### src/rtl/hazard_scoreboard_pkg.sv
// -----------------------------------------------------------------------------
// hazard_scoreboard_pkg
//   Types, constants and helpers shared by the hazard scoreboard and its
//   per-entry comparator.
//
//   sb_entry_t   : one in-flight instruction {dst, we, tnew}
//   FWD_*        : forwarding select codes driven onto the operand muxes
//   TUSE_*       : stage distance at which a source operand is consumed
//   tnew_dec     : Tnew decrement applied as an entry advances one stage
//   entry_hits   : "entry will write register r" test; $0 never matches
// -----------------------------------------------------------------------------
package hazard_scoreboard_pkg;

    // Register address width carried in an entry. The top-level REG_AW
    // parameter must equal this value.
    localparam int SB_REG_AW = 5;

    localparam logic [1:0] FWD_RF  = 2'd0;
    localparam logic [1:0] FWD_EX  = 2'd1;
    localparam logic [1:0] FWD_MEM = 2'd2;
    localparam logic [1:0] FWD_WB  = 2'd3;

    localparam logic [1:0] TUSE_ID  = 2'd0;
    localparam logic [1:0] TUSE_EX  = 2'd1;
    localparam logic [1:0] TUSE_MEM = 2'd2;

    typedef struct packed {
        logic [SB_REG_AW-1:0] dst;
        logic                 we;
        logic [1:0]           tnew;
    } sb_entry_t;

    localparam sb_entry_t SB_BUBBLE = '0;

    // Tnew counts down by one per stage and saturates at zero.
    function automatic logic [1:0] tnew_dec(input logic [1:0] t);
        return (t == 2'd0) ? 2'd0 : t - 2'd1;
    endfunction

    function automatic logic entry_hits(input sb_entry_t            e,
                                        input logic [SB_REG_AW-1:0] r);
        return e.we && (e.dst == r) && (r != '0);
    endfunction

endpackage

### src/rtl/hazard_scoreboard_sb_match.sv
// -----------------------------------------------------------------------------
// sb_match
//   Compares one scoreboard entry against one ID-stage source operand.
//
//   entry      in  scoreboard entry {dst, we, tnew}
//   src        in  source register being read in ID
//   tuse       in  stage distance at which the operand is needed
//   hit        out entry writes src (never for $0)
//   ready      out entry's result already exists (tnew == 0)
//   need_stall out entry writes src and its result arrives too late
// -----------------------------------------------------------------------------
module sb_match
    import hazard_scoreboard_pkg::*;
(
    input  sb_entry_t            entry,
    input  logic [SB_REG_AW-1:0] src,
    input  logic [1:0]           tuse,
    output logic                 hit,
    output logic                 ready,
    output logic                 need_stall
);

    assign hit        = entry_hits(entry, src);
    assign ready      = (entry.tnew == 2'd0);
    assign need_stall = hit && (entry.tnew > tuse);

endmodule

### src/rtl/hazard_scoreboard.sv
// -----------------------------------------------------------------------------
// hazard_scoreboard
//   Shadows the destination, RegWrite and Tnew of the instructions in EX, MEM
//   and WB and checks them against the ID-stage source operands. Produces the
//   stall (freeze PC and IF/ID, bubble ID/EX), the ID and EX forwarding
//   selects and a free-running count of stalled cycles.
//
//   clk, reset            clock, asynchronous active-high reset
//   ID_rs/ID_rt           ID source registers
//   ID_useRs/ID_useRt     instruction actually reads rs / rt
//   ID_tuseRs/ID_tuseRt   stage distance at which rs / rt is needed
//   ID_dst, ID_RegWrite   destination and write enable of the ID instruction
//   ID_timeNew            Tnew of the ID instruction, measured at ID
//   stall                 combinational hazard stall
//   ID_fwdRs/ID_fwdRt     0 regfile, 1 EX, 2 MEM, 3 WB
//   EX_fwdRs/EX_fwdRt     0 ID/EX register, 2 MEM, 3 WB
//   stall_cnt             number of cycles with stall asserted (wraps)
// -----------------------------------------------------------------------------
module hazard_scoreboard
    import hazard_scoreboard_pkg::*;
#(
    parameter int CNT_W  = 32,
    parameter int REG_AW = 5
) (
    input  logic              clk,
    input  logic              reset,
    input  logic [REG_AW-1:0] ID_rs,
    input  logic [REG_AW-1:0] ID_rt,
    input  logic              ID_useRs,
    input  logic              ID_useRt,
    input  logic [1:0]        ID_tuseRs,
    input  logic [1:0]        ID_tuseRt,
    input  logic [REG_AW-1:0] ID_dst,
    input  logic              ID_RegWrite,
    input  logic [1:0]        ID_timeNew,
    output logic              stall,
    output logic [1:0]        ID_fwdRs,
    output logic [1:0]        ID_fwdRt,
    output logic [1:0]        EX_fwdRs,
    output logic [1:0]        EX_fwdRt,
    output logic [CNT_W-1:0]  stall_cnt
);

    // -------------------------------------------------------------------------
    // Scoreboard state
    // -------------------------------------------------------------------------
    sb_entry_t         e_q, m_q, w_q;
    logic [REG_AW-1:0] e_rs_q, e_rt_q;
    logic [CNT_W-1:0]  cnt_q;

    // Entries ordered youngest first so index order is forwarding priority.
    sb_entry_t ent [3];
    assign ent[0] = e_q;
    assign ent[1] = m_q;
    assign ent[2] = w_q;

    // -------------------------------------------------------------------------
    // ID operand comparison: one comparator per entry per operand.
    // Bit index = stage (0 E, 1 M, 2 W).
    // -------------------------------------------------------------------------
    logic [REG_AW-1:0] id_src  [2];
    logic [1:0]        id_tuse [2];
    logic [2:0]        rs_hit, rs_rdy, rs_ns;
    logic [2:0]        rt_hit, rt_rdy, rt_ns;

    assign id_src[0]  = ID_rs;
    assign id_src[1]  = ID_rt;
    assign id_tuse[0] = ID_tuseRs;
    assign id_tuse[1] = ID_tuseRt;

    for (genvar st = 0; st < 3; st++) begin : g_stage
        sb_match u_rs (
            .entry      (ent[st]),
            .src        (id_src[0]),
            .tuse       (id_tuse[0]),
            .hit        (rs_hit[st]),
            .ready      (rs_rdy[st]),
            .need_stall (rs_ns[st])
        );

        sb_match u_rt (
            .entry      (ent[st]),
            .src        (id_src[1]),
            .tuse       (id_tuse[1]),
            .hit        (rt_hit[st]),
            .ready      (rt_rdy[st]),
            .need_stall (rt_ns[st])
        );
    end

    // W always has tnew == 0, so its need_stall bit is constantly low; it is
    // kept in the reduction only so all three stages are treated alike.
    logic stall_rs, stall_rt;
    assign stall_rs = ID_useRs && (|rs_ns);
    assign stall_rt = ID_useRt && (|rt_ns);
    assign stall    = stall_rs || stall_rt;

    // The youngest matching entry wins. If it is not ready yet the operand
    // cannot be forwarded at all: select the regfile and rely on the stall.
    function automatic logic [1:0] id_sel(input logic [2:0] hit,
                                          input logic [2:0] rdy);
        if (hit[0])      return rdy[0] ? FWD_EX  : FWD_RF;
        else if (hit[1]) return rdy[1] ? FWD_MEM : FWD_RF;
        else if (hit[2]) return rdy[2] ? FWD_WB  : FWD_RF;
        else             return FWD_RF;
    endfunction

    assign ID_fwdRs = id_sel(rs_hit, rs_rdy);
    assign ID_fwdRt = id_sel(rt_hit, rt_rdy);

    // -------------------------------------------------------------------------
    // EX operand forwarding, against the operands latched with the E entry.
    // A pending M match shadows W even when it is not ready.
    // -------------------------------------------------------------------------
    function automatic logic [1:0] ex_sel(input sb_entry_t         m,
                                          input sb_entry_t         w,
                                          input logic [REG_AW-1:0] r);
        if (entry_hits(m, r))      return (m.tnew == 2'd0) ? FWD_MEM : FWD_RF;
        else if (entry_hits(w, r)) return FWD_WB;
        else                       return FWD_RF;
    endfunction

    assign EX_fwdRs = ex_sel(m_q, w_q, e_rs_q);
    assign EX_fwdRt = ex_sel(m_q, w_q, e_rt_q);

    assign stall_cnt = cnt_q;

    // -------------------------------------------------------------------------
    // Pipeline advance. A stalled instruction stays in ID, so E takes a
    // bubble and the ID inputs are re-evaluated next cycle.
    // -------------------------------------------------------------------------
    sb_entry_t e_next;

    // NOTE: combinational blocks assign every output first so no path can
    // leave a variable unassigned and infer a latch.
    always_comb begin
        e_next = SB_BUBBLE;
        if (!stall) begin
            e_next.dst  = ID_dst;
            e_next.we   = ID_RegWrite;
            e_next.tnew = tnew_dec(ID_timeNew);
        end
    end

    // NOTE: registered state uses non-blocking assignments so every stage
    // samples the previous value of the stage ahead of it.
    always_ff @(posedge clk or posedge reset) begin
        if (reset) begin
            e_q    <= SB_BUBBLE;
            m_q    <= SB_BUBBLE;
            w_q    <= SB_BUBBLE;
            e_rs_q <= '0;
            e_rt_q <= '0;
            cnt_q  <= '0;
        end else begin
            e_q      <= e_next;
            e_rs_q   <= stall ? '0 : ID_rs;
            e_rt_q   <= stall ? '0 : ID_rt;
            m_q.dst  <= e_q.dst;
            m_q.we   <= e_q.we;
            m_q.tnew <= tnew_dec(e_q.tnew);
            w_q.dst  <= m_q.dst;
            w_q.we   <= m_q.we;
            w_q.tnew <= tnew_dec(m_q.tnew);
            if (stall) begin
                cnt_q <= cnt_q + 1'b1;
            end
        end
    end

endmodule
### config.mk
export PLATFORM = sky130hd
export DESIGN_NAME = hazard_scoreboard
export DESIGN_NICKNAME = d
export VERILOG_FILES = /design/src/rtl/hazard_scoreboard_pkg.sv /design/src/rtl/hazard_scoreboard_sb_match.sv /design/src/rtl/hazard_scoreboard.sv
export SDC_FILE = /design/constraint.sdc
export NUM_CORES = 1
export LEC_CHECK = 0
export CAP_MARGIN = 20
export CORE_AREA = 2 2 120 122
export DETAILED_ROUTE_END_ITERATION = 12
export DIE_AREA = 0 0 122 124
export GPL_TIMING_DRIVEN = 0
export PLACE_DENSITY = 0.48
export SYNTH_ARGS = -nofsm -noshare
export SYNTH_HDL_FRONTEND = slang
export SYNTH_SLANG_ARGS = --single-unit
### constraint.sdc
create_clock -name clk -period 5.5 [get_ports clk]
set_input_delay 1.1 -clock clk [delete_from_list [all_inputs] [get_ports clk]]
set_output_delay 1.1 -clock clk [all_outputs]
set_load 0.01 [all_outputs]
After elaboration in Yosys (flattened, before gate mapping)

Index checks and enable logic that the tools add are counted.

Add/subtract/negate cells: 4
$mul: 0
Div/mod/pow operators: 0
Order comparisons: 6
Equality and inequality tests: 10
Shift operators: 0
Multiplexer cells: 19
Bitwise logic cells: 0
Reduce and logical (&&, ||, !) cells: 39

Operators with widths:

| cell                                                               | count |
|---|---|
| 5-bit equality test                                                | 10 |
| 32-bit by 1-bit adder with 32-bit output, second input constant    | 1 |
| 2-bit 2-to-1 mux                                                   | 15 |
| 1-bit logical AND                                                  | 28 |
| 5-bit nonzero test                                                 | 4 |
| 2-bit > comparator                                                 | 6 |
| 5-bit 2-to-1 mux                                                   | 2 |
| 2-bit zero test                                                    | 4 |
| 8-bit 2-to-1 mux                                                   | 1 |
| 3-bit OR reduction                                                 | 2 |
| 2-bit by 1-bit subtractor with 2-bit output, second input constant | 3 |
| 1-bit logical OR                                                   | 1 |
| 1-bit 2-to-1 mux                                                   | 1 |

Bits in registers: 66
Latch bits: 0
Bits in writable memories: 0
Bits in read-only memories: 0
Bits of input ports: 26
Output and inout port bits: 41
Word-level logic and storage cells: 90
Memories: 0

Depth between registers and ports, before layout

Word-level depth: 8
Depth in mapped cells: 10
Mapped depth without buffers: 9

Cells and area by module

From an unflattened synthesis, not the netlist that was laid out.

Cell total of the unflattened synthesis: 373
Area, all modules: 3683.5 µm²

By module, submodules not included:

| module            | instances | cells an instance | area each (µm²) | sequential area each (µm²) |
|---|---|---|---|---|
| hazard_scoreboard | 1         | 259               | 2902.8          | 1651.6 |
| sb_match          | 6         | 19                | 130.1           | 0.0 |

Worst setup path before layout

Ideal clock, no wire load.

Path kind: input-to-output
Start: input port ID_rs[1]
End: output port stall
Data arrival time: 2.391 ns
Data required time: 4.400 ns
Slack: 2.009 ns
Cell stages on the path: 6
Path buffers: 0
Path through: or4_1 nor2_1 nand4b_2 a2bb2o_4 nor3_4 inv_2

Cells in the longest elaborated chain, start to end: 7
Elaborated cells on any way between the ends: 16
Classes of those cells: eq/ne: 3; reduce/logical: 13

Ends and longest elaborated chain:

| item                            | RTL line                         | text |
|---|---|---|
| start: declaration              | hazard_scoreboard.sv:27          | `input logic [REG_AW-1:0] ID_rs,` |
| 5-bit equality test             | hazard_scoreboard_pkg.sv:42      | `return e.we && (e.dst == r) && (r != '0);` |
| 1-bit logical AND (2 in series) | hazard_scoreboard_pkg.sv:42      |  |
| 1-bit logical AND               | hazard_scoreboard_sb_match.sv:25 | `assign need_stall = hit && (entry.tnew > tuse);` |
| 3-bit OR reduction (*)          | hazard_scoreboard.sv:94          | `assign stall_rs = ID_useRs && (\|rs_ns);` |
| 1-bit logical AND (*)           | hazard_scoreboard.sv:94          |  |
| 1-bit logical OR (*)            | hazard_scoreboard.sv:96          | `assign stall = stall_rs \|\| stall_rt;` |
| end: declaration                | hazard_scoreboard.sv:36          | `output logic stall,` |

Every way passes the cells marked *; elsewhere a longest branch is shown, timed or not.

Final worst setup path

Ends and elaborated chain as after synthesis.

==> out/results.tsv <==
stage	metric	value	unit
clock_network	h_tree_depth_reported_by_cts	3	
clock_network	worstSkewPairLatency	0.34	ns
logic_synthesis	yosys.cell_types.count	54	
global_routing	first_pass_grt_wire_length	17.6	mm
global_routing	global_route.overflow_total	0	
logic_synthesis	syn_nets	418	
route	viasPerCell	4.87	
floorplan	floorplan.die.height	124	um
hold_path	hold_path_depth	0	
timing	relSlewSlack	0.428	
logic_synthesis	synth_enable_flop_cells	0	
clock_network	cts_buffer_depth	2	
logic_synthesis	synth_sequential_area_ratio	0.404	
cells_and_area	areaGrowthSynthToFinish	30.0	%
cells_and_area	regArea	1650	um2
route	post-route-drc-count	0	
logic_synthesis	postSynthCellCount	379	
route	postRouteAntennaNets	0	
timing	fin_worst_skew	0.00464	ns
route	route.layer.met1.wl	5.53	mm
logic_synthesis	synthArstFlopShare	1.00	
route	detailroute.wirelength.met3	324	um
timing	tightest_slew	0.858	ns
placed_design	dp_hpwl	8.03	mm
setup_path	critPathMaxFanout	5	
hold_path	hold-path-endpoint	ent[5]	
global_routing	grt_util_all_layers	0.155	
clock_network	cts_repair_resize_count	0	
logic_synthesis	syn-mean-instance-area	10.8	um2
floorplan	dieArea	15100	um2
timing	time_the_final_worst_path_needs_with_i_o_delays_and_setup	4.84	ns
route	initialDrtViolationCount	148	
timing	maxClockFrequency	207	MHz
timing	unrepaired_setup_endpoints_after_global_routing	false	
timing	min_period_over_period	0.879	
floorplan	std_cell_rows	43	
clock_network	clk_pin_slew_worst_setup_hold_paths	0.05	ns
cells_and_area	nNetsFinal	495	
power	power.density	251	nW/um2
placed_design	dp_slack	0.669	ns
setup_path	rrSetupSlack	3.01	ns
route	drt-wirelength-per-cell	17.2	um
floorplan	start_util	0.298	
setup_path	cell_with_the_biggest_individual_delay_on_the_critical_path	sky130_fd_sc_hd__or4_1	
global_routing	largest_net_degree_at_the_start_of_global_routing	67	
route	met2_wirelength	4.93	mm
clock_network	cts_made_buffers	9	
logic_synthesis	ys_warn_count	0	
power	power.static_leakage	0.00214	uW
timing	report.final.slew_viol_count	0	
timing	fin_tns_setup	0	ns
logic_synthesis	prevailing_post_synth_register_cell	sky130_fd_sc_hd__dfrtp_1	
placed_design	gp_congestion	0.803	
setup_path	worstReg2RegStart	stall_cnt[0]	
cells_and_area	antennaDiodeCount	0	
setup_path	critical-path-max-stage-delay	0.56	ns
logic_synthesis	synth_area	4090	um2
route	length_of_the_first_detailed_routing_pass_in_iterations	4	
global_routing	antenna_found_initial	0	
clock_network	clk_root_buffer_cell	sky130_fd_sc_hd__clkbuf_16	
clock_network	tritoncts	built	
floorplan	design.portCount	67	
floorplan	coreArea	13700	um2
hold_path	hold_path_startpoint	ent[13]	
setup_path	crit_path_end_kind	output pin	
logic_synthesis	synth.ff_latch_count	66	
cells_and_area	multi_input_area	2260	um2
hold_path	min-delay-path-class	reg -> reg	
clock_network	postCtsSetupBuffers	0	
outcome	status	finished, final reports clean	
clock_network	cts.sinks	66	
setup_path	critical_path_arrival	3.74	ns
setup_path	r2r_cells	7	
cells_and_area	post_route_cells_drive_above_1_share	0.130	
route	route.top_layer_used	met4	
setup_path	classification_of_the_worst_setup_path	in -> out	
global_routing	first_global_vias	3214	
cells_and_area	layout.filler_cells	1368	
setup_path	cp_cell_sequence	clkdlybuf4s50_1 -> or4_1 -> nor2_1 -> nand4b_1 -> o22ai_1 -> nor3_4 -> inv_2 -> clkdlybuf4s50_1	
placed_design	numPortBuffers	66	
power	vdd_ir_drop_max	121	uV
floorplan	die_w	122	um
timing	worst_slack	0.663	ns
route	routed_wl	11.0	mm
cells_and_area	leading_cell_types_in_the_layout_fill_and_taps_excluded	sky130_fd_sc_hd__dfrtp_1, sky130_fd_sc_hd__clkdlybuf4s50_1, sky130_fd_sc_hd__xor2_1, sky130_fd_sc_hd__xnor2_1, sky130_fd_sc_hd__nand2_1	
timing	final-setup-viol-count	0	
setup_path	setup.worst_path.start_class	input port	
setup_path	critical_path.most_common_cell	sky130_fd_sc_hd__clkdlybuf4s50_1	
timing	report.final.hold_viol_count	0	
route	num_vias	3124	
run	cap_violations	0	
setup_path	worstPathRequired	4.40	ns
power	total_power	1330	uW
clock_network	holdBufCountCts	0	
setup_path	worst_r2r_endpoint	stall_cnt[18]	
layout make-up:
type | count | area share
Timing Repair Buffer | 66 | 0.124
Buffer | 15 | 0.0233
Sequential cell | 66 | 0.311
Clock buffer | 12 | 0.0502
Clock inverter | 4 | 0.0137
Inverter | 12 | 0.00895
Multi-Input combinational cell | 286 | 0.426
Tap cell | 180 | 0.0424
worst max path at each step:
stage	startpoint	endpoint	slack (ns)	cells after the start
3_3_place_gp	ID_rt[1]	stall	0.66	8
4_1_cts	ID_rt[2]	stall	0.66	8
5_1_grt	ID_rt[3]	stall	0.51	8
6_report	ID_rs[1]	stall	0.66	8
3_5_place_dp	ID_rt[2]	stall	0.67	8
2_1_floorplan	ID_rs[1]	stall	2.01	6
per-layer routing:
layer	up-vias	track usage
li1	1521	-
met1	1522	0.216
met2	65	0.237
met3	16	0.0243
met4	0	0.0726
met5	-	0
critical path, delay by kind of cell:
| family | cells | cell delay (ns) |
|---|---|---|
| buf+inv | 3 | 1.15 |
| compound gates | 1 | 0.22 |
| simple gates | 4 | 1.27 |
synthesized netlist by cell type (3+ instances only):
cell type	instances	area [um2]
sky130_fd_sc_hd__a21oi_1	8	40.0
sky130_fd_sc_hd__a311oi_2	6	90.1
sky130_fd_sc_hd__a31oi_2	5	62.6
sky130_fd_sc_hd__a31oi_4	10	213
sky130_fd_sc_hd__and2_1	19	119
sky130_fd_sc_hd__and3_1	7	43.8
sky130_fd_sc_hd__buf_4	4	30.0
sky130_fd_sc_hd__buf_6	3	33.8
sky130_fd_sc_hd__clkbuf_1	4	15.0
sky130_fd_sc_hd__dfrtp_1	66	1650
sky130_fd_sc_hd__ha_1	13	163
sky130_fd_sc_hd__inv_1	11	41.3
sky130_fd_sc_hd__nand2_1	21	78.8
sky130_fd_sc_hd__nand3_1	17	85.1
sky130_fd_sc_hd__nand4_1	16	100
sky130_fd_sc_hd__nor2_1	18	67.6
sky130_fd_sc_hd__nor2b_1	7	43.8
sky130_fd_sc_hd__nor3_1	8	40.0
sky130_fd_sc_hd__nor4_1	5	31.3
sky130_fd_sc_hd__o211ai_1	3	22.5
sky130_fd_sc_hd__o21ai_0	6	30.0
sky130_fd_sc_hd__o22ai_1	5	31.3
sky130_fd_sc_hd__or3_1	3	18.8
sky130_fd_sc_hd__xnor2_1	35	307
sky130_fd_sc_hd__xor2_1	38	333
cell families (layout without fill, tap and decap cells):
group | after synthesis | after routing | synth area share
AO/OA/AOI/OAI | 60 | 60 | 0.158
XOR/XNOR | 73 | 73 | 0.157
adder cells (fa/ha/maj) | 13 | 13 | 0.0398
buffers and inverters | 27 | 109 | 0.0413
flip-flops | 66 | 66 | 0.404
multiplexers | 3 | 3 | 0.00827
AND/OR/NAND/NOR | 137 | 137 | 0.192
sequential cells by signal (all words and copies together) (netlist names):
register and cells:
stall_cnt 32, ent 16, e_q 8, e_rs_q 5, e_rt_q 5
through the flow:
| step | instance area [um2] | hold WS [ns] | instances | utilization |
|---|---|---|---|---|
| finish | 5310 | 0.380 | 641 | 0.387 |
| global route | 5310 | 0.399 | 641 | 0.387 |
| CTS | 5310 | 0.380 | 641 | 0.387 |
| detailed placement | 4970 | 0.367 | 625 | 0.363 |
| global placement | 4970 | 0.361 | 625 | 0.362 |
| floorplan | 4090 | 0.352 | 379 | - |
report_power, final:
part / switching (uW) / internal (uW) / total (uW)
registers: 31.9 / 506 / 538
clock network: 215 / 433 / 648
logic: 68.8 / 78.2 / 147
(Power assumes the default switching activity.)
